File: src/rtl/peach_pkg.sv
// rtl/peach_pkg.sv - shared peach32 constants, LSU state type and request legality check
package peach_pkg;

    localparam logic [2:0] F3_B  = 3'd0;
    localparam logic [2:0] F3_H  = 3'd1;
    localparam logic [2:0] F3_W  = 3'd2;
    localparam logic [2:0] F3_BU = 3'd4;
    localparam logic [2:0] F3_HU = 3'd5;

    localparam logic [6:0] OPC_LOAD  = 7'b0000011;
    localparam logic [6:0] OPC_STORE = 7'b0100011;

    typedef enum logic [1:0] {IDLE, ACCESS, RESP} lsu_state_t;

    // Illegal funct3 for the direction, or a half/word access that is not naturally aligned.
    function automatic logic lsu_req_err(input logic we, input logic [2:0] f3, input logic [1:0] off);
        logic legal;
        logic misaligned;
        legal      = we ? (f3 == F3_B || f3 == F3_H || f3 == F3_W)
                        : (f3 == F3_B || f3 == F3_H || f3 == F3_W || f3 == F3_BU || f3 == F3_HU);
        misaligned = (f3[1:0] == 2'b01 && off[0]) || (f3[1:0] == 2'b10 && off != 2'b00);
        return !legal || misaligned;
    endfunction

endpackage

File: src/rtl/peach_lsu_if.sv
// rtl/peach_lsu_if.sv - core request/response and RAM port bundle for the peach32 LSU
interface peach_lsu_if #(parameter int ADDR_W = 12);
    logic              req_valid;
    logic              req_ready;
    logic              req_we;
    logic [2:0]        req_funct3;
    logic [31:0]       req_addr;
    logic [31:0]       req_wdata;
    logic              rsp_valid;
    logic [31:0]       rsp_rdata;
    logic              rsp_err;
    logic              mem_en;
    logic              mem_we;
    logic [3:0]        mem_be;
    logic [ADDR_W-1:0] mem_addr;
    logic [31:0]       mem_wdata;
    logic [31:0]       mem_rdata;
    logic              mem_ack;

    modport slave (
        input  req_valid, req_we, req_funct3, req_addr, req_wdata, mem_rdata, mem_ack,
        output req_ready, rsp_valid, rsp_rdata, rsp_err,
        output mem_en, mem_we, mem_be, mem_addr, mem_wdata
    );

    modport master (
        output req_valid, req_we, req_funct3, req_addr, req_wdata, mem_rdata, mem_ack,
        input  req_ready, rsp_valid, rsp_rdata, rsp_err,
        input  mem_en, mem_we, mem_be, mem_addr, mem_wdata
    );
endinterface

File: src/rtl/peach_load_extend.sv
// rtl/peach_load_extend.sv - RV32I load lane select and sign/zero extension
module peach_load_extend
    import peach_pkg::*;
(
    input  logic [31:0] rdata,
    input  logic [1:0]  addr,
    input  logic [2:0]  funct3,
    output logic [31:0] ext
);

    logic [31:0] lane;

    always_comb begin
        lane = rdata >> {addr, 3'b000};
        case (funct3)
            F3_B:    ext = {{24{lane[7]}}, lane[7:0]};
            F3_H:    ext = {{16{lane[15]}}, lane[15:0]};
            F3_W:    ext = lane;
            F3_BU:   ext = {24'h0, lane[7:0]};
            F3_HU:   ext = {16'h0, lane[15:0]};
            default: ext = 32'h0;
        endcase
    end

endmodule

File: src/rtl/peach_lsu.sv
// rtl/peach_lsu.sv - peach32 load/store unit; optional LED MMIO register under PEACH_LSU_MMIO_EN
module peach_lsu
    import peach_pkg::*;
#(
    parameter int          ADDR_W    = 12,
    parameter logic [31:0] MMIO_BASE = 32'hFFFF_FF00
) (
    input  logic             clk,
    input  logic             reset,
    peach_lsu_if.slave       bus,
    output logic [7:0]       led_out
);

    lsu_state_t        state, state_nx;
    logic              we_q;
    logic [2:0]        f3_q;
    logic [1:0]        off_q;
    logic [ADDR_W-1:0] waddr_q;
    logic [3:0]        be_q;
    logic [31:0]       wdata_q;
    logic [31:0]       rdata_q;
    logic              err_q;

    logic              accept;
    logic              req_err;
    logic              is_mmio;
    logic [3:0]        be_c;
    logic [31:0]       wdata_c;
    logic [31:0]       ext_in;
    logic [1:0]        ext_off;
    logic [2:0]        ext_f3;
    logic [31:0]       ext_out;

    assign accept  = bus.req_valid && (state == IDLE);
    assign req_err = lsu_req_err(bus.req_we, bus.req_funct3, bus.req_addr[1:0]);

`ifdef PEACH_LSU_MMIO_EN
    assign is_mmio = (bus.req_addr[31:2] == MMIO_BASE[31:2]);
`else
    assign is_mmio = 1'b0;
`endif

    logic unused_ok;
    assign unused_ok = &{1'b0, bus.req_addr[31:ADDR_W+2], MMIO_BASE};

    always_comb begin
        be_c    = 4'b0000;
        wdata_c = bus.req_wdata;
        case (bus.req_funct3[1:0])
            2'b00: begin
                be_c    = 4'b0001 << bus.req_addr[1:0];
                wdata_c = {4{bus.req_wdata[7:0]}};
            end
            2'b01: begin
                be_c    = 4'b0011 << bus.req_addr[1:0];
                wdata_c = {2{bus.req_wdata[15:0]}};
            end
            default: begin
                be_c    = 4'b1111;
                wdata_c = bus.req_wdata;
            end
        endcase
    end

    // One extender serves both paths: MMIO loads resolve at accept (lane 0 of the LED byte),
    // RAM loads resolve on ack with the latched offset and funct3.
    always_comb begin
        if (state == IDLE) begin
            ext_in  = {24'h0, led_out};
            ext_off = 2'b00;
            ext_f3  = bus.req_funct3;
        end else begin
            ext_in  = bus.mem_rdata;
            ext_off = off_q;
            ext_f3  = f3_q;
        end
    end

    peach_load_extend u_load_extend (
        .rdata  (ext_in),
        .addr   (ext_off),
        .funct3 (ext_f3),
        .ext    (ext_out)
    );

    always_ff @(posedge clk or posedge reset) begin
        if (reset) state <= IDLE;
        else       state <= state_nx;
    end

    always_comb begin
        state_nx = state;
        case (state)
            IDLE:    if (accept) state_nx = (req_err || is_mmio) ? RESP : ACCESS;
            ACCESS:  if (bus.mem_ack) state_nx = RESP;
            RESP:    state_nx = IDLE;
            default: state_nx = IDLE;
        endcase
    end

    always_comb begin
        bus.req_ready = (state == IDLE);
        bus.rsp_valid = (state == RESP);
        bus.mem_en    = (state == ACCESS);
        bus.mem_we    = (state == ACCESS) && we_q;
        bus.rsp_rdata = rdata_q;
        bus.rsp_err   = err_q;
        bus.mem_be    = be_q;
        bus.mem_addr  = waddr_q;
        bus.mem_wdata = wdata_q;
    end

    always_ff @(posedge clk or posedge reset) begin
        if (reset) begin
            we_q    <= 1'b0;
            f3_q    <= 3'd0;
            off_q   <= 2'b00;
            waddr_q <= '0;
            be_q    <= 4'b0000;
            wdata_q <= 32'h0;
            rdata_q <= 32'h0;
            err_q   <= 1'b0;
        end else begin
            if (accept) begin
                we_q    <= bus.req_we;
                f3_q    <= bus.req_funct3;
                off_q   <= bus.req_addr[1:0];
                waddr_q <= bus.req_addr[ADDR_W+1:2];
                be_q    <= be_c;
                wdata_q <= wdata_c;
                err_q   <= req_err;
                rdata_q <= (is_mmio && !req_err && !bus.req_we) ? ext_out : 32'h0;
            end else if (state == ACCESS && bus.mem_ack) begin
                rdata_q <= we_q ? 32'h0 : ext_out;
            end
        end
    end

`ifdef PEACH_LSU_MMIO_EN
    logic [7:0] led_q;
    always_ff @(posedge clk or posedge reset) begin
        if (reset)
            led_q <= 8'h00;
        else if (accept && is_mmio && !req_err && bus.req_we)
            led_q <= bus.req_wdata[7:0];
    end
    assign led_out = led_q;
`else
    assign led_out = 8'h00;
`endif

endmodule

File: src/flat_wrapper.sv
// flat-port wrapper written by rule: the top's interface ports become plain ports
module peach_lsu_flat import peach_pkg::*;
#(
    parameter int          ADDR_W    = 12,
    parameter logic [31:0] MMIO_BASE = 32'hFFFF_FF00
)
  (clk, reset, led_out, bus_req_valid, bus_req_we, bus_req_funct3, bus_req_addr, bus_req_wdata, bus_mem_rdata, bus_mem_ack, bus_req_ready, bus_rsp_valid, bus_rsp_rdata, bus_rsp_err, bus_mem_en, bus_mem_we, bus_mem_be, bus_mem_addr, bus_mem_wdata);
  peach_lsu_if #(.ADDR_W(ADDR_W)) bus_i ();
  input  logic clk;
  input  logic reset;
  output logic [7:0] led_out;
  input wire logic [$bits(bus_i.req_valid)-1:0] bus_req_valid;
  input wire logic [$bits(bus_i.req_we)-1:0] bus_req_we;
  input wire logic [$bits(bus_i.req_funct3)-1:0] bus_req_funct3;
  input wire logic [$bits(bus_i.req_addr)-1:0] bus_req_addr;
  input wire logic [$bits(bus_i.req_wdata)-1:0] bus_req_wdata;
  input wire logic [$bits(bus_i.mem_rdata)-1:0] bus_mem_rdata;
  input wire logic [$bits(bus_i.mem_ack)-1:0] bus_mem_ack;
  output wire logic [$bits(bus_i.req_ready)-1:0] bus_req_ready;
  output wire logic [$bits(bus_i.rsp_valid)-1:0] bus_rsp_valid;
  output wire logic [$bits(bus_i.rsp_rdata)-1:0] bus_rsp_rdata;
  output wire logic [$bits(bus_i.rsp_err)-1:0] bus_rsp_err;
  output wire logic [$bits(bus_i.mem_en)-1:0] bus_mem_en;
  output wire logic [$bits(bus_i.mem_we)-1:0] bus_mem_we;
  output wire logic [$bits(bus_i.mem_be)-1:0] bus_mem_be;
  output wire logic [$bits(bus_i.mem_addr)-1:0] bus_mem_addr;
  output wire logic [$bits(bus_i.mem_wdata)-1:0] bus_mem_wdata;
  assign bus_i.req_valid = bus_req_valid;
  assign bus_i.req_we = bus_req_we;
  assign bus_i.req_funct3 = bus_req_funct3;
  assign bus_i.req_addr = bus_req_addr;
  assign bus_i.req_wdata = bus_req_wdata;
  assign bus_i.mem_rdata = bus_mem_rdata;
  assign bus_i.mem_ack = bus_mem_ack;
  assign bus_req_ready = bus_i.req_ready;
  assign bus_rsp_valid = bus_i.rsp_valid;
  assign bus_rsp_rdata = bus_i.rsp_rdata;
  assign bus_rsp_err = bus_i.rsp_err;
  assign bus_mem_en = bus_i.mem_en;
  assign bus_mem_we = bus_i.mem_we;
  assign bus_mem_be = bus_i.mem_be;
  assign bus_mem_addr = bus_i.mem_addr;
  assign bus_mem_wdata = bus_i.mem_wdata;
  peach_lsu #(.ADDR_W(ADDR_W), .MMIO_BASE(MMIO_BASE)) u_core (.clk(clk), .reset(reset), .bus(bus_i), .led_out(led_out));
endmodule
File: config.mk
export PLATFORM = sky130hd
export DESIGN_NAME = peach_lsu_flat
export DESIGN_NICKNAME = d
export VERILOG_FILES = /design/src/rtl/peach_pkg.sv /design/src/rtl/peach_lsu_if.sv /design/src/rtl/peach_load_extend.sv /design/src/rtl/peach_lsu.sv /design/src/flat_wrapper.sv
export SDC_FILE = /design/constraint.sdc
export NUM_CORES = 1
export LEC_CHECK = 0
export CAP_MARGIN = 20
export CELL_PAD_IN_SITES_DETAIL_PLACEMENT = 1
export CELL_PAD_IN_SITES_GLOBAL_PLACEMENT = 1
export CORE_ASPECT_RATIO = 0.9
export CORE_MARGIN = 10
export CORE_UTILIZATION = 36
export DETAILED_ROUTE_END_ITERATION = 8
export GPL_TIMING_DRIVEN = 0
export PLACE_DENSITY_LB_ADDON = 0.08
export REMOVE_ABC_BUFFERS = 1
export SETUP_SLACK_MARGIN = 0.3
export SYNTH_ARGS = -nofsm -noshare
export SYNTH_HDL_FRONTEND = slang
export SYNTH_HIERARCHICAL = 1
export SYNTH_SLANG_ARGS = --single-unit
File: constraint.sdc
create_clock -name clk -period 7 [get_ports clk]
set_clock_uncertainty 0.15 [all_clocks]
set_input_delay 0.7 -clock clk [delete_from_list [all_inputs] [get_ports clk]]
set_output_delay 0.7 -clock clk [all_outputs]
set_load 0.02 [all_outputs]
==> impl_metrics.py <==
metrics = {
    "critical_path": {
        "crit_start": "bus_req_funct3[0]",
        "crit_required_ns": 7.09,
        "start_kind": "input pin",
        "endpoint_kind": "flip-flop",
        "worst-setup-path-type": "input pin to flip-flop",
        "timing.rr.start": "u_core/state[0]$_DFFE_PP0P_",
        "reg2regPathDepth": 7,
        "critPathArrivalTime_ns": 3.36,
        "crit_fanout": 15,
    },
    "min_path": {
        "hold_class": "flip-flop to flip-flop",
        "min_path_cells": 2,
        "worstHoldStart": "u_core/bus.mem_be[1]$_DFFE_PP0P_",
    },
    "logic_synthesis": {
        "synthCells": 443,
        "ys_seq_area_frac": 0.450,
        "yosysUniqueCellTypes": 43,
        "synth_area_sq_um": 4950,
        "avgSynthCellArea_sq_um": 11.2,
        "ys_ff_latch": 89,
        "yosysWarnings": 6,
    },
    "floorplanning": {
        "die_y_um": 131,
        "row_count": 40,
        "die-area_sq_um": 18800,
        "die_w_um": 144,
        "core_area_sq_um": 13400,
        "io_pins": 197,
        "initial_core_util": 0.369,
    },
    "sta": {
        "fmax_mhz": 306,
        "tns_ns": 0,
        "timing.slew.headroom": 0.393,
        "finalCritPeriodShare": 0.468,
        "drv_slew": 0,
        "grt_setup_unrepaired": "no",
        "finalHoldViolCount": 0,
        "holdWs_ns": 0.338,
        "worst_pin_slew_ns": 0.908,
        "finalSetupViolations": 0,
        "min_period_ns": 3.27,
    },
    "cells_and_area": {
        "n_antenna_cell": 0,
        "final_cell_mix": "170 x clkdlybuf4s50_1, 89 x dfrtp_1, 44 x mux2i_1",
        "nets": 699,
        "multi_input_area_sq_um": 2490,
        "mostFrequentLayoutCell": "clkdlybuf4s50_1",
        "drive_gt1_frac": 0.132,
        "final_area_sq_um": 7100,
        "stdcell_count": 768,
        "area_delta_synth_final_pct": 43.4,
        "register_area_sq_um": 2230,
        "n_fill_cell": 1426,
    },
    "power": {
        "total_power_mw": 1.98,
        "p_int_mw": 1.28,
        "swShare": 0.350,
        "p_leak_nw": 3.10,
        "switching_power_mw": 0.691,
        "pwr-share-seq": 0.338,
        "p_comb_frac": 0.408,
        "p_per_area_nw_per_um2": 278,
        "peakVddDrop_v": 0.000123,
        "clockPowerShare": 0.254,
    },
    "global_routing": {
        "grt_pass1_wl_mm": 25.5,
        "grt_overflow": 0,
        "grt_usage": 0.169,
        "grt_max_degree": 63,
        "grt_pass1_vias": 4453,
        "antenna_found_initial": 0,
    },
    "clock_network": {
        "htree_levels": 3,
        "post_cts_buffers": 0,
        "cts.sinks": 89,
        "clock_path_buffers": 2,
        "holdBufCountCts": 0,
        "cts_tree": "yes",
        "clk_pin_slew_ns": 0.07,
        "root_buffer": "clkbuf_16",
        "cts_resized": 0,
        "cts_buffers": 9,
        "clkLatencyLatePin_ns": 0.35,
    },
    "detailed_routing": {
        "drt-total-wl_mm": 15.9,
        "drc": 0,
        "ant_nets": 0,
        "vias": 3954,
        "first_pass_iters": 6,
        "via_per_inst": 5.15,
        "drtIter0Drc": 136,
        "avgRoutedWirePerCell_um": 20.7,
    },
    "place": {
        "io_buffers": 170,
        "place_area_sq_um": 6790,
        "dp_hpwl_mm": 11.8,
        "place_inst": 752,
        "place_congestion": 0.782,
    },
    "job": {
        "cap_violations": 0,
    },
    "outcome": {
        "status": "finished clean",
    },
}
per-stage QoR:
stage                     setup WS (ns)   util
after floorplan                    2.47      -
after global placement            0.992  0.493
after detailed placement           3.38  0.506
after CTS                          3.74  0.529
after global routing               3.58  0.529
final                              3.73  0.529
layout make-up:
cell class | count | area share
multi-input cells | 315 | 0.350
repair buffers | 177 | 0.261
flip-flops and latches | 89 | 0.314
well taps | 168 | 0.0296
inverters | 3 | 0.00194
clock buffers | 9 | 0.0317
clock inverters | 7 | 0.0111
power groups by stage:
stage               logic, mW  registers, mW  clock network [mW]
floorplan               0.352          0.773                   0
global placement        0.793          0.667                   0
detailed placement      0.814          0.676                   0
CTS                     0.817          0.668               0.520
global route            0.867          0.680               0.538
finish                  0.806          0.667               0.503
per-layer routing:
layer  wire (um)  vias up  track usage
li1            -     1870            -
met1        7020     1968        0.210
met2        7630      105        0.272
met3        1140       11       0.0609
met4         147        0       0.0408
met5           0        -            0
cell usage after synthesis (all sizes together):
library cell	n	area, sq um
nand2b	2	20.0
inv	3	11.3
a21oi	5	25.0
o21ai	46	234
a21o	8	60.1
o21ba	1	10.0
nor2b	44	275
nor2	7	33.8
and2	2	12.5
o211a	1	17.5
mux2i	44	440
o211ai	1	12.5
nor3b	2	20.0
buf	31	233
o2bb2ai	7	61.3
conb	1	3.75
nand2	40	150
nor3	1	5.00
a311oi	1	26.3
a211oi	14	105
o221ai	1	8.76
a221oi	1	8.76
nand3b	2	18.8
and2b	2	15.0
mux2	38	556
a22o	32	280
or2	3	18.8
dfrtp	89	2230
or3b	1	8.76
o22ai	1	6.26
clkbuf	12	45.0
logic make-up after synthesis:
group,count (synthesis),share of synthesized area
AOI/OAI and AO/OA,119,0.173
muxes,82,0.201
buffers and inverters,46,0.0584
and+or+nand+nor,106,0.117
other,1,0.000758
DFF,89,0.450
final timing paths:
| path | endpoint | slack (ns) |
|---|---|---|
| max | u_core/bus.rsp_rdata[20]$_DFFE_PP0P_ | 3.73 |
| min | u_core/bus.mem_be[1]$_DFFE_PP0P_ | 0.34 |
| max reg2reg | u_core/bus.rsp_rdata[20]$_DFFE_PP0P_ | 3.87 |
| min reg2reg | u_core/bus.mem_be[1]$_DFFE_PP0P_ | 0.34 |
| max in group asynchronous | u_core/bus.rsp_rdata[1]$_DFFE_PP0P_ | 5.51 |
| min in group asynchronous | u_core/bus.mem_addr[11]$_DFFE_PP0P_ | 0.55 |
flip-flops by register name, summed over array words and instances, names as in the netlist:
signal,count
u_core/bus.mem_addr,12
u_core/bus.mem_be,4
u_core/bus.mem_wdata,32
u_core/bus.rsp_err,1
u_core/bus.rsp_rdata,32
u_core/f3_q,3
u_core/off_q,2
u_core/state,2
u_core/we_q,1
worst max-delay path, stage by stage:
cell,delay [ns]
clkdlybuf4s50_1,1.06
mux2_2,0.42
mux2i_1,0.20
mux2i_1,0.14
o211ai_2,0.46
o21ai_1,0.14
a22o_1,0.22
Power figures use the tool's default switching activity.
